### src/rtl/pll_seq_pkg.sv
// Shared definitions for the PLL clock sequencer: state encodings and
// the counter-width derivation used by the sequencer and its timer.
package pll_seq_pkg;

  typedef enum logic [2:0] {
    ST_OFF         = 3'd0,
    ST_PWR_UP      = 3'd1,
    ST_UNGATE_WAIT = 3'd2,
    ST_RUN         = 3'd3,
    ST_GATE_DRAIN  = 3'd4,
    ST_PWR_DOWN    = 3'd5
  } seq_state_e;

  // Wide enough to hold the largest interval, plus one bit of headroom.
  function automatic int cnt_width(input int a, input int b, input int c);
    int m;
    m = a;
    if (b > m) m = b;
    if (c > m) m = c;
    return $clog2(m) + 1;
  endfunction

endpackage

### src/rtl/pll_seq_timer.sv
// Loadable down-counter that times the settle, lock and drain intervals.
// It stops at zero; load has priority over decrement.
module pll_seq_timer #(
  parameter int W = 8
) (
  input  logic         clock,
  input  logic         reset_n,
  input  logic         load,
  input  logic [W-1:0] load_val,
  input  logic         dec,
  output logic [W-1:0] value,
  output logic         zero
);

  always_ff @(posedge clock) begin
    if (!reset_n) begin
      value <= '0;
    end else if (load) begin
      value <= load_val;
    end else if (dec && (value != '0)) begin
      value <= value - 1'b1;
    end
  end

  assign zero = (value == '0);

endmodule

### src/rtl/pll_clock_sequencer.sv
// Always-on sequencer for the PLL clock source: powers it up, ungates it,
// waits for lock, grants acks while requested, then drains and powers down.
module pll_clock_sequencer
  import pll_seq_pkg::*;
#(
  parameter int NUM_REQ        = 4,
  parameter int PWR_SETTLE_CYC = 16,
  parameter int LOCK_CYC       = 64,
  parameter int DRAIN_CYC      = 8
) (
  input  logic               clock,
  input  logic               reset_n,
  input  logic [NUM_REQ-1:0] req,
  input  logic               force_off,
  output logic [NUM_REQ-1:0] ack,
  output logic               pll_power,
  output logic               pll_gate,
  output logic               clk_running,
  output logic               busy,
  output logic [2:0]         state_o
);

  localparam int CNT_W = cnt_width(PWR_SETTLE_CYC, LOCK_CYC, DRAIN_CYC);
  localparam logic [CNT_W-1:0] SETTLE_LD = CNT_W'(PWR_SETTLE_CYC - 1);
  localparam logic [CNT_W-1:0] LOCK_LD   = CNT_W'(LOCK_CYC - 1);
  localparam logic [CNT_W-1:0] DRAIN_LD  = CNT_W'(DRAIN_CYC - 1);

  seq_state_e        state_q, state_d;
  logic              t_load, t_dec, t_zero;
  logic [CNT_W-1:0]  t_load_val;
  logic [CNT_W-1:0]  t_value;

  pll_seq_timer #(.W(CNT_W)) u_timer (
    .clock    (clock),
    .reset_n  (reset_n),
    .load     (t_load),
    .load_val (t_load_val),
    .dec      (t_dec),
    .value    (t_value),
    .zero     (t_zero)
  );

  always_comb begin
    state_d    = state_q;
    t_load     = 1'b0;
    t_load_val = '0;
    t_dec      = 1'b0;
    case (state_q)
      ST_OFF: begin
        if ((|req) && !force_off) begin
          state_d    = ST_PWR_UP;
          t_load     = 1'b1;
          t_load_val = SETTLE_LD;
        end
      end
      ST_PWR_UP: begin
        if (force_off) begin
          state_d    = ST_GATE_DRAIN;
          t_load     = 1'b1;
          t_load_val = DRAIN_LD;
        end else if (t_zero) begin
          state_d    = ST_UNGATE_WAIT;
          t_load     = 1'b1;
          t_load_val = LOCK_LD;
        end else begin
          t_dec = 1'b1;
        end
      end
      ST_UNGATE_WAIT: begin
        if (force_off) begin
          state_d    = ST_GATE_DRAIN;
          t_load     = 1'b1;
          t_load_val = DRAIN_LD;
        end else if (t_zero) begin
          state_d = ST_RUN;
        end else begin
          t_dec = 1'b1;
        end
      end
      ST_RUN: begin
        if (!(|req) || force_off) begin
          state_d    = ST_GATE_DRAIN;
          t_load     = 1'b1;
          t_load_val = DRAIN_LD;
        end
      end
      ST_GATE_DRAIN: begin
        if (t_zero) state_d = ST_PWR_DOWN;
        else        t_dec   = 1'b1;
      end
      ST_PWR_DOWN: state_d = ST_OFF;
      default:     state_d = ST_OFF;
    endcase
  end

  // Outputs are registered from the next state, so they change on the same
  // edge as the state and the gate/power invariants hold by construction.
  always_ff @(posedge clock) begin
    if (!reset_n) begin
      state_q     <= ST_OFF;
      pll_power   <= 1'b0;
      pll_gate    <= 1'b1;
      ack         <= '0;
      clk_running <= 1'b0;
      busy        <= 1'b0;
    end else begin
      state_q     <= state_d;
      pll_power   <= (state_d inside {ST_PWR_UP, ST_UNGATE_WAIT, ST_RUN, ST_GATE_DRAIN});
      pll_gate    <= !(state_d inside {ST_UNGATE_WAIT, ST_RUN});
      ack         <= (state_d == ST_RUN) ? req : '0;
      clk_running <= (state_d == ST_RUN);
      busy        <= !(state_d inside {ST_OFF, ST_RUN});
    end
  end

  assign state_o = state_q;

endmodule

### config.mk
export PLATFORM = sky130hd
export DESIGN_NAME = pll_clock_sequencer
export DESIGN_NICKNAME = d
export VERILOG_FILES = /design/src/rtl/pll_seq_pkg.sv /design/src/rtl/pll_seq_timer.sv /design/src/rtl/pll_clock_sequencer.sv
export SDC_FILE = /design/constraint.sdc
export NUM_CORES = 1
export LEC_CHECK = 0
export BUFFER_PORTS_ARGS = -buffer_cell sky130_fd_sc_hd__buf_4
export CORE_AREA = 2 2 58 60
export DETAILED_ROUTE_END_ITERATION = 7
export DIE_AREA = 0 0 60 62
export GPL_TIMING_DRIVEN = 0
export PLACE_DENSITY = 0.5
export REMOVE_ABC_BUFFERS = 1
export SLEW_MARGIN = 20
export SYNTH_ARGS = -nofsm -noshare
export SYNTH_HDL_FRONTEND = slang
export SYNTH_SLANG_ARGS = --single-unit
### constraint.sdc
create_clock -name clock -period 2.1 [get_ports clock]
set_clock_uncertainty 0.2 [all_clocks]
set_input_delay 0.21 -clock clock [delete_from_list [all_inputs] [get_ports clock]]
set_output_delay 0.21 -clock clock [all_outputs]
set_load 0.005 [all_outputs]
# --- Word level (Yosys, flattened, before mapping) ---
# Index checks and enable logic that the tools add are counted.
totals:
  register_bits: 18
  latchBits: 0
  ramBits: 0
  rom_bits: 0
  input_bits: 7
  out_inout_bits: 11
  word_cells: 59
  memories: 0
classes:
  add_sub_neg: 1
  multipliers: 0
  n_div: 0
  order_cmp: 0
  eq_ne: 8
  n_shift: 0
  mux: 25
  bitwise_logic: 0
  n_reduce_logical: 18
op_table:
  columns: ["operator", "n"]
  rows:
  - ["3-bit 2-to-1 mux", 9]
  - ["6-bit case mux with 4 select lines", 1]
  - ["3-bit case mux with 5 select lines", 1]
  - ["7-bit 2-to-1 mux", 2]
  - ["3-bit by 2-bit equality test with 1-bit output, second input constant", 4]
  - ["6-bit 2-to-1 mux", 2]
  - ["7-bit zero test", 1]
  - ["1-bit 2-to-1 mux", 7]
  - ["7-bit nonzero test", 1]
  - ["7-bit by 1-bit subtractor with 7-bit output, second input constant", 1]
  - ["3-bit by 1-bit equality test with 1-bit output, second input constant", 2]
  - ["3-bit equality test, second input constant", 2]
  - ["3-bit zero test", 2]
  - ["2-bit nonzero test", 3]
  - ["1-bit zero test", 4]
  - ["4-bit 2-to-1 mux", 1]
  - ["1-bit case mux with 4 select lines", 1]
  - ["4-bit nonzero test", 1]
  - ["4-bit OR reduction", 1]
  - ["1-bit logical AND", 2]
  - ["1-bit case mux with 2 select lines", 1]
  - ["2-bit AND reduction", 1]
  - ["2-bit OR reduction", 1]
  - ["1-bit logical OR", 1]

# --- Depth between registers and ports, before layout ---
depth:
  depth_word: 8
  depth_mapped: 8
  ltp_nobuf: 7

# --- Hierarchy ---
# A second synthesis with hierarchy kept.
hier_totals:
  cells_unflattened: 114
  area_unflattened_um2: 1007.2
by_module_without_submodules:
  columns: ["module", "instances", "cells_per_inst", "area_per_inst_um2", "seq_area_each_um2"]
  rows:
  - ["pll_clock_sequencer", 1, 67, 588.1, 220.2]
  - ["pll_seq_timer", 1, 47, 419.2, 140.1]

# --- Worst setup path after synthesis ---
# No wires, ideal clock.
synth_timing:
  path_type: "flip-flop to flip-flop"
  start: "register u_timer.value[3]"
  end: "register busy"
  setup_time_ns: 0.122
  t_arrival_ns: 1.620
  t_required_ns: 1.778
  slack_ns: 0.158
  stages_incl_launch_ff: 6
  n_path_buf: 0
  period_less_slack_ns: 1.942
  path_cell_list: "dfxtp_1 or4_4 a2bb2oi_1 o211ai_2 nand2_1 o311a_1"
synth_between:
  elab_chain_len: 7
  elab_cells_between_ends: 11
  classes_between: "eq/ne: 1; mux: 6; reduce/logical: 4"
synth_rtl:
  columns: ["item", "line_no", "source"]
  rows:
  - ["from (decl)", "pll_seq_timer.sv:11", "output logic [W-1:0] value,"]
  - ["from (signal assigned)", "pll_seq_timer.sv:19", "value <= load_val;"]
  - ["from (signal assigned)", "pll_seq_timer.sv:21", "value <= value - 1'b1;"]
  - ["7-bit zero test (*)", "pll_seq_timer.sv:25", "assign zero = (value == '0);"]
  - ["3-bit 2-to-1 mux (on tied branches)", "pll_clock_sequencer.sv:74, pll_clock_sequencer.sv:61", null]
  - ["3-bit 2-to-1 mux (on tied branches)", "pll_clock_sequencer.sv:70, pll_clock_sequencer.sv:57", null]
  - ["3-bit case mux with 5 select lines (*)", "pll_clock_sequencer.sv:48", "case (state_q)"]
  - ["3-bit by 2-bit equality test with 1-bit output / 3-bit zero test (equally long branches)", "pll_clock_sequencer.sv:112", "busy <= !(state_d inside {ST_OFF, ST_RUN});"]
  - ["2-bit nonzero test (*)", "pll_clock_sequencer.sv:112", null]
  - ["1-bit zero test (*)", "pll_clock_sequencer.sv:112", null]
  - ["to (signal assigned)", "pll_clock_sequencer.sv:112", null]
  - ["to (decl)", "pll_clock_sequencer.sv:19", "output logic busy,"]
# Mark *: on every way between the ends. The rest lies on a longest branch, timed or not.
# A chain may end at the register's enable or synchronous reset.

# --- Final worst setup path ---
# Same ends and word-level chain as after synthesis.

==> impl_results.html <==
<table>
<tr><th>Metric</th><th>Value</th></tr>
<tr><th colspan="2">Run status</th></tr>
<tr><td>Result of the run</td><td>completed</td></tr>
<tr><th colspan="2">Die</th></tr>
<tr><td>Die X-Extent</td><td>60 um</td></tr>
<tr><td>Die Area</td><td>3720 um^2</td></tr>
<tr><td>Core Rows</td><td>21</td></tr>
<tr><td>Number of primary I/O pins</td><td>18</td></tr>
<tr><td>Placeable Area</td><td>3180 um^2</td></tr>
<tr><td>Die Y</td><td>62 um</td></tr>
<tr><td>Starting density of the core</td><td>0.307</td></tr>
<tr><th colspan="2">Setup path</th></tr>
<tr><td>Maximum fanout encountered on the critical timing path</td><td>5</td></tr>
<tr><td>Arrival time at the worst endpoint</td><td>2.03 ns</td></tr>
<tr><td>Endpoint class of the critical path</td><td>flip-flop</td></tr>
<tr><td>Cell with the largest stage delay on the worst path</td><td>sky130_fd_sc_hd__or4_4</td></tr>
<tr><td>Data required time at the worst endpoint</td><td>2.09 ns</td></tr>
<tr><td>Critical path startpoint category</td><td>flip-flop</td></tr>
<tr><td>Sequence of cells on the critical path</td><td>or4_4, a2bb2oi_1, o211ai_2, nand2_1, o311a_1</td></tr>
<tr><td>Kind of critical path</td><td>flip-flop to flip-flop</td></tr>
<tr><td>Category of cells accounting for the largest share of critical-path delay</td><td>compound AO/OA/AOI/OAI gates</td></tr>
<tr><td>Sum of buffers and inverters on the critical path</td><td>0</td></tr>
<tr><td>Worst path max stage delay</td><td>0.56 ns</td></tr>
<tr><th colspan="2">Global routing</th></tr>
<tr><td>Largest net degree at the start of global routing</td><td>17</td></tr>
<tr><td>Global-route wire length before repair</td><td>3.85 mm</td></tr>
<tr><td>Grt total ovfl</td><td>0</td></tr>
<tr><td>All-Layer GR Usage</td><td>0.140</td></tr>
<tr><td>Antenna violations before repair</td><td>0</td></tr>
<tr><td>Via count of the first global-routing pass</td><td>795</td></tr>
<tr><th colspan="2">Worst hold path</th></tr>
<tr><td>Class of the tightest hold or removal check</td><td>input pin to flip-flop</td></tr>
<tr><th colspan="2">Place</th></tr>
<tr><td>Number of placed instances with taps included</td><td>170</td></tr>
<tr><td>Instance area after placement</td><td>1140 um^2</td></tr>
<tr><td>DP Wirelength</td><td>1.74 mm</td></tr>
<tr><td>Number of buffers inserted by port buffering</td><td>17</td></tr>
<tr><td>Weighted congestion at the end of routability-driven global placement</td><td>0.840</td></tr>
<tr><th colspan="2">Power and ir drop</th></tr>
<tr><td>Switching share of power</td><td>0.329</td></tr>
<tr><td>Sequential group share of total power</td><td>0.464</td></tr>
<tr><td>Cell area power density</td><td>718 nW/um^2</td></tr>
<tr><td>P_leak</td><td>0.461 nW</td></tr>
<tr><td>Internal Power</td><td>0.600 mW</td></tr>
<tr><td>Part of the total power dissipated in the clock network</td><td>0.241</td></tr>
<tr><td>Switching power summed over all nets</td><td>0.294 mW</td></tr>
<tr><td>Part of the power in combinational logic</td><td>0.295</td></tr>
<tr><td>Worst voltage drop across the vdd grid</td><td>0.000423 V</td></tr>
<tr><th colspan="2">Yosys</th></tr>
<tr><td>Unique masters post-synth</td><td>41</td></tr>
<tr><td>Top-area cell type share of the netlist area</td><td>0.369</td></tr>
<tr><td>Cell count after synthesis</td><td>112</td></tr>
<tr><td>Top flip-flop cell by instance count after synthesis</td><td>sky130_fd_sc_hd__dfxtp_1</td></tr>
<tr><td>Seq cells post-synth</td><td>18</td></tr>
<tr><td>Post-synthesis async set-or-reset flop share</td><td>0</td></tr>
<tr><td>Cell area after technology mapping</td><td>977 um^2</td></tr>
<tr><td>Synthesized area per cell</td><td>8.72 um^2</td></tr>
<tr><td>Fraction of the yosys area taken by sequential cells</td><td>0.369</td></tr>
<tr><td>Cell type with the highest aggregate area in the netlist</td><td>sky130_fd_sc_hd__dfxtp_1</td></tr>
<tr><td>Ys Warns</td><td>0</td></tr>
<tr><td>Number of enable flip-flop cells after synthesis</td><td>0</td></tr>
<tr><td>Top cells by area in the synthesized netlist</td><td>sky130_fd_sc_hd__dfxtp_1 (37%), sky130_fd_sc_hd__nand2b_1 (3.2%), sky130_fd_sc_hd__nor4_1 (3.2%)</td></tr>
<tr><th colspan="2">Layout</th></tr>
<tr><td>Post-route cell area</td><td>1240 um^2</td></tr>
<tr><td>Share of the core filled with cells in the final layout</td><td>0.391</td></tr>
<tr><td># diodes</td><td>0</td></tr>
<tr><td>Most used cells in the layout excluding fill and tap cells</td><td>sky130_fd_sc_hd__buf_4 (17), sky130_fd_sc_hd__dfxtp_1 (14), sky130_fd_sc_hd__nor2_1 (8), sky130_fd_sc_hd__nand2_1 (8)</td></tr>
<tr><td>Area delta synth-&gt;final</td><td>27.3%</td></tr>
<tr><td>Leading cell type in the layout, fill and taps excluded</td><td>sky130_fd_sc_hd__buf_4</td></tr>
<tr><td>Final #Nets</td><td>142</td></tr>
<tr><td>Ratio of cells with drive above 1 in the final layout</td><td>0.241</td></tr>
<tr><td>Count of placed standard cells in the final layout, fillers left out</td><td>179</td></tr>
<tr><th colspan="2">Detailed routing</th></tr>
<tr><td>Antenna viol nets, final</td><td>0</td></tr>
<tr><td>WL met2</td><td>1.15 mm</td></tr>
<tr><td>DRT iter0 DRCs</td><td>24</td></tr>
<tr><td>DRT met1 WL</td><td>1.18 mm</td></tr>
<tr><td>Final routed wire length divided by cell count</td><td>13.6 um</td></tr>
<tr><td>Amount of wire on met3 after detailed routing</td><td>92 um</td></tr>
<tr><td>Highest Signal Layer</td><td>met4</td></tr>
<tr><td>Total detailed-routing wirelength</td><td>2.43 mm</td></tr>
<tr><td>DR vias</td><td>903</td></tr>
<tr><td>Detailed-route vias per instance</td><td>5.04</td></tr>
<tr><td>DRC violations left</td><td>0</td></tr>
<tr><td>DRT Pass-1 Iters</td><td>4</td></tr>
<tr><th colspan="2">STA</th></tr>
<tr><td>Final critical path time including I/O delays and setup</td><td>2.05 ns</td></tr>
<tr><td>Normalized max-slew margin</td><td>0.676</td></tr>
<tr><td>Transition at the pin with the smallest max-transition slack</td><td>0.480 ns</td></tr>
<tr><td>RSZ-0062 raised after global routing</td><td>yes</td></tr>
<tr><td>Highest attainable clock frequency</td><td>488 MHz</td></tr>
<tr><td>Final period utilization</td><td>0.975</td></tr>
<tr><td>Final worst hold slack</td><td>0.116 ns</td></tr>
<tr><td>Setup TNS</td><td>0 ns</td></tr>
<tr><td>Hold Fails Final Rpt</td><td>0</td></tr>
<tr><td>Final-report setup violation count</td><td>0</td></tr>
<tr><td>Final count of pins violating max slew</td><td>0</td></tr>
<tr><th colspan="2">Clocking</th></tr>
<tr><td>Number of setup buffers added after CTS</td><td>0</td></tr>
<tr><td>CTS tree</td><td>yes</td></tr>
<tr><td>Clock tree sinks</td><td>18</td></tr>
<tr><td>Total CTS buffers</td><td>3</td></tr>
<tr><td>Clk Tree Root Cell</td><td>sky130_fd_sc_hd__clkbuf_4</td></tr>
<tr><td>Number of levels the H-tree was split into</td><td>1</td></tr>
<tr><td>Clock-pin slew on the worst setup and hold paths</td><td>0.11 ns</td></tr>
<tr><td>Clock network latency to the later pin of the worst-skew pair</td><td>0.30 ns</td></tr>
<tr><td>Clock buffer depth</td><td>2</td></tr>
<tr><th colspan="2">Run</th></tr>
<tr><td>Max-cap violations</td><td>0</td></tr>
</table>
==> Yosys cell counts (all sizes together), types with 2 or more instances <==
| cell type | instances |
|---|---|
| a21boi | 4 |
| a21oi | 5 |
| o21a | 4 |
| nand4 | 2 |
| nand2 | 8 |
| buf | 4 |
| nand3 | 4 |
| nor3 | 4 |
| nor4 | 6 |
| a211oi | 2 |
| a32oi | 2 |
| a311oi | 2 |
| nor2 | 8 |
| inv | 5 |
| o21ai | 4 |
| nand2b | 5 |
| o211ai | 3 |
| and2 | 4 |
| dfxtp | 18 |
==> cell type report <==
type | count | area [um^2]
clock buffers | 4 | 36.3
fillers | 331 | 1940
inverters | 5 | 18.8
multi-input cells | 84 | 586
flip-flops and latches | 18 | 368
well taps | 46 | 57.6
repair buffers | 22 | 178
==> final timing paths <==
check	slack (ns)	startpoint	end	cells after the start
min	0.12	force_off	pll_power	4
max	0.05	u_timer.value[3]	busy	5
max reg2reg	0.05	u_timer.value[3]	busy	5
min reg2reg	0.27	u_timer.value[6]	u_timer.value[6]	2
==> per-stage QoR <==
step / setup slack [ns] / total power, mW
after detailed placement: -0.136 / 0.668
after global placement: -0.0938 / 0.661
after CTS: 0.0183 / 0.890
after global routing: -0.0179 / 0.945
final: 0.0521 / 0.894
after floorplan: 0.145 / 0.587
==> power groups by stage <==
stage / Clock [mW] / Combinational (mW) / Sequential (mW)
global route: 0.230 / 0.294 / 0.420
detailed placement: 0 / 0.248 / 0.420
floorplan: 0 / 0.176 / 0.410
CTS: 0.222 / 0.256 / 0.413
finish: 0.216 / 0.263 / 0.415
global placement: 0 / 0.242 / 0.419
==> repair_timing <==
action / in CTS / in global routing
endpoints found under the setup margin: 5 / 10
hold buffers: 5 / 0
gates resized for setup: 1 / 8
pin swaps: 0 / 1
hold endpoints to repair: 6 / 0
==> worst register-to-register path: stages (launching register included) <==
cell                        delay (ns)
sky130_fd_sc_hd__dfxtp_2          0.36
sky130_fd_sc_hd__or4_4            0.56
sky130_fd_sc_hd__a2bb2oi_1        0.17
sky130_fd_sc_hd__o211ai_2         0.22
sky130_fd_sc_hd__nand2_1          0.08
sky130_fd_sc_hd__o311a_1          0.34
==> flip-flops by register name (all words and copies together) (netlist names) <==
register and count:
state_o 3, busy 1, u_timer.value 7, clk_running 1, pll_power 1, pll_gate 1, ack 4
==> cells by family (layout without fill, tap and decap cells) <==
kind of cell             count (synthesis)  after routing  share of synthesized area
adder cells (fa/ha/maj)                  1              1                     0.0128
AND/OR/NAND/NOR                         46             46                      0.274
AO/OA/AOI/OAI                           34             34                      0.273
multiplexers                             1              1                     0.0102
flip-flops                              18             18                      0.369
XOR/XNOR                                 2              2                     0.0179
buffers and inverters                   10             31                     0.0435
==> routing by layer <==
metal | up-vias | GRT usage
met4 | 0 | 0.0286
met1 | 417 | 0.177
li1 | 465 | -
met2 | 19 | 0.242
met3 | 2 | 0.0373
met5 | - | 0
Note: power is estimated with default switching activity, not from simulation.
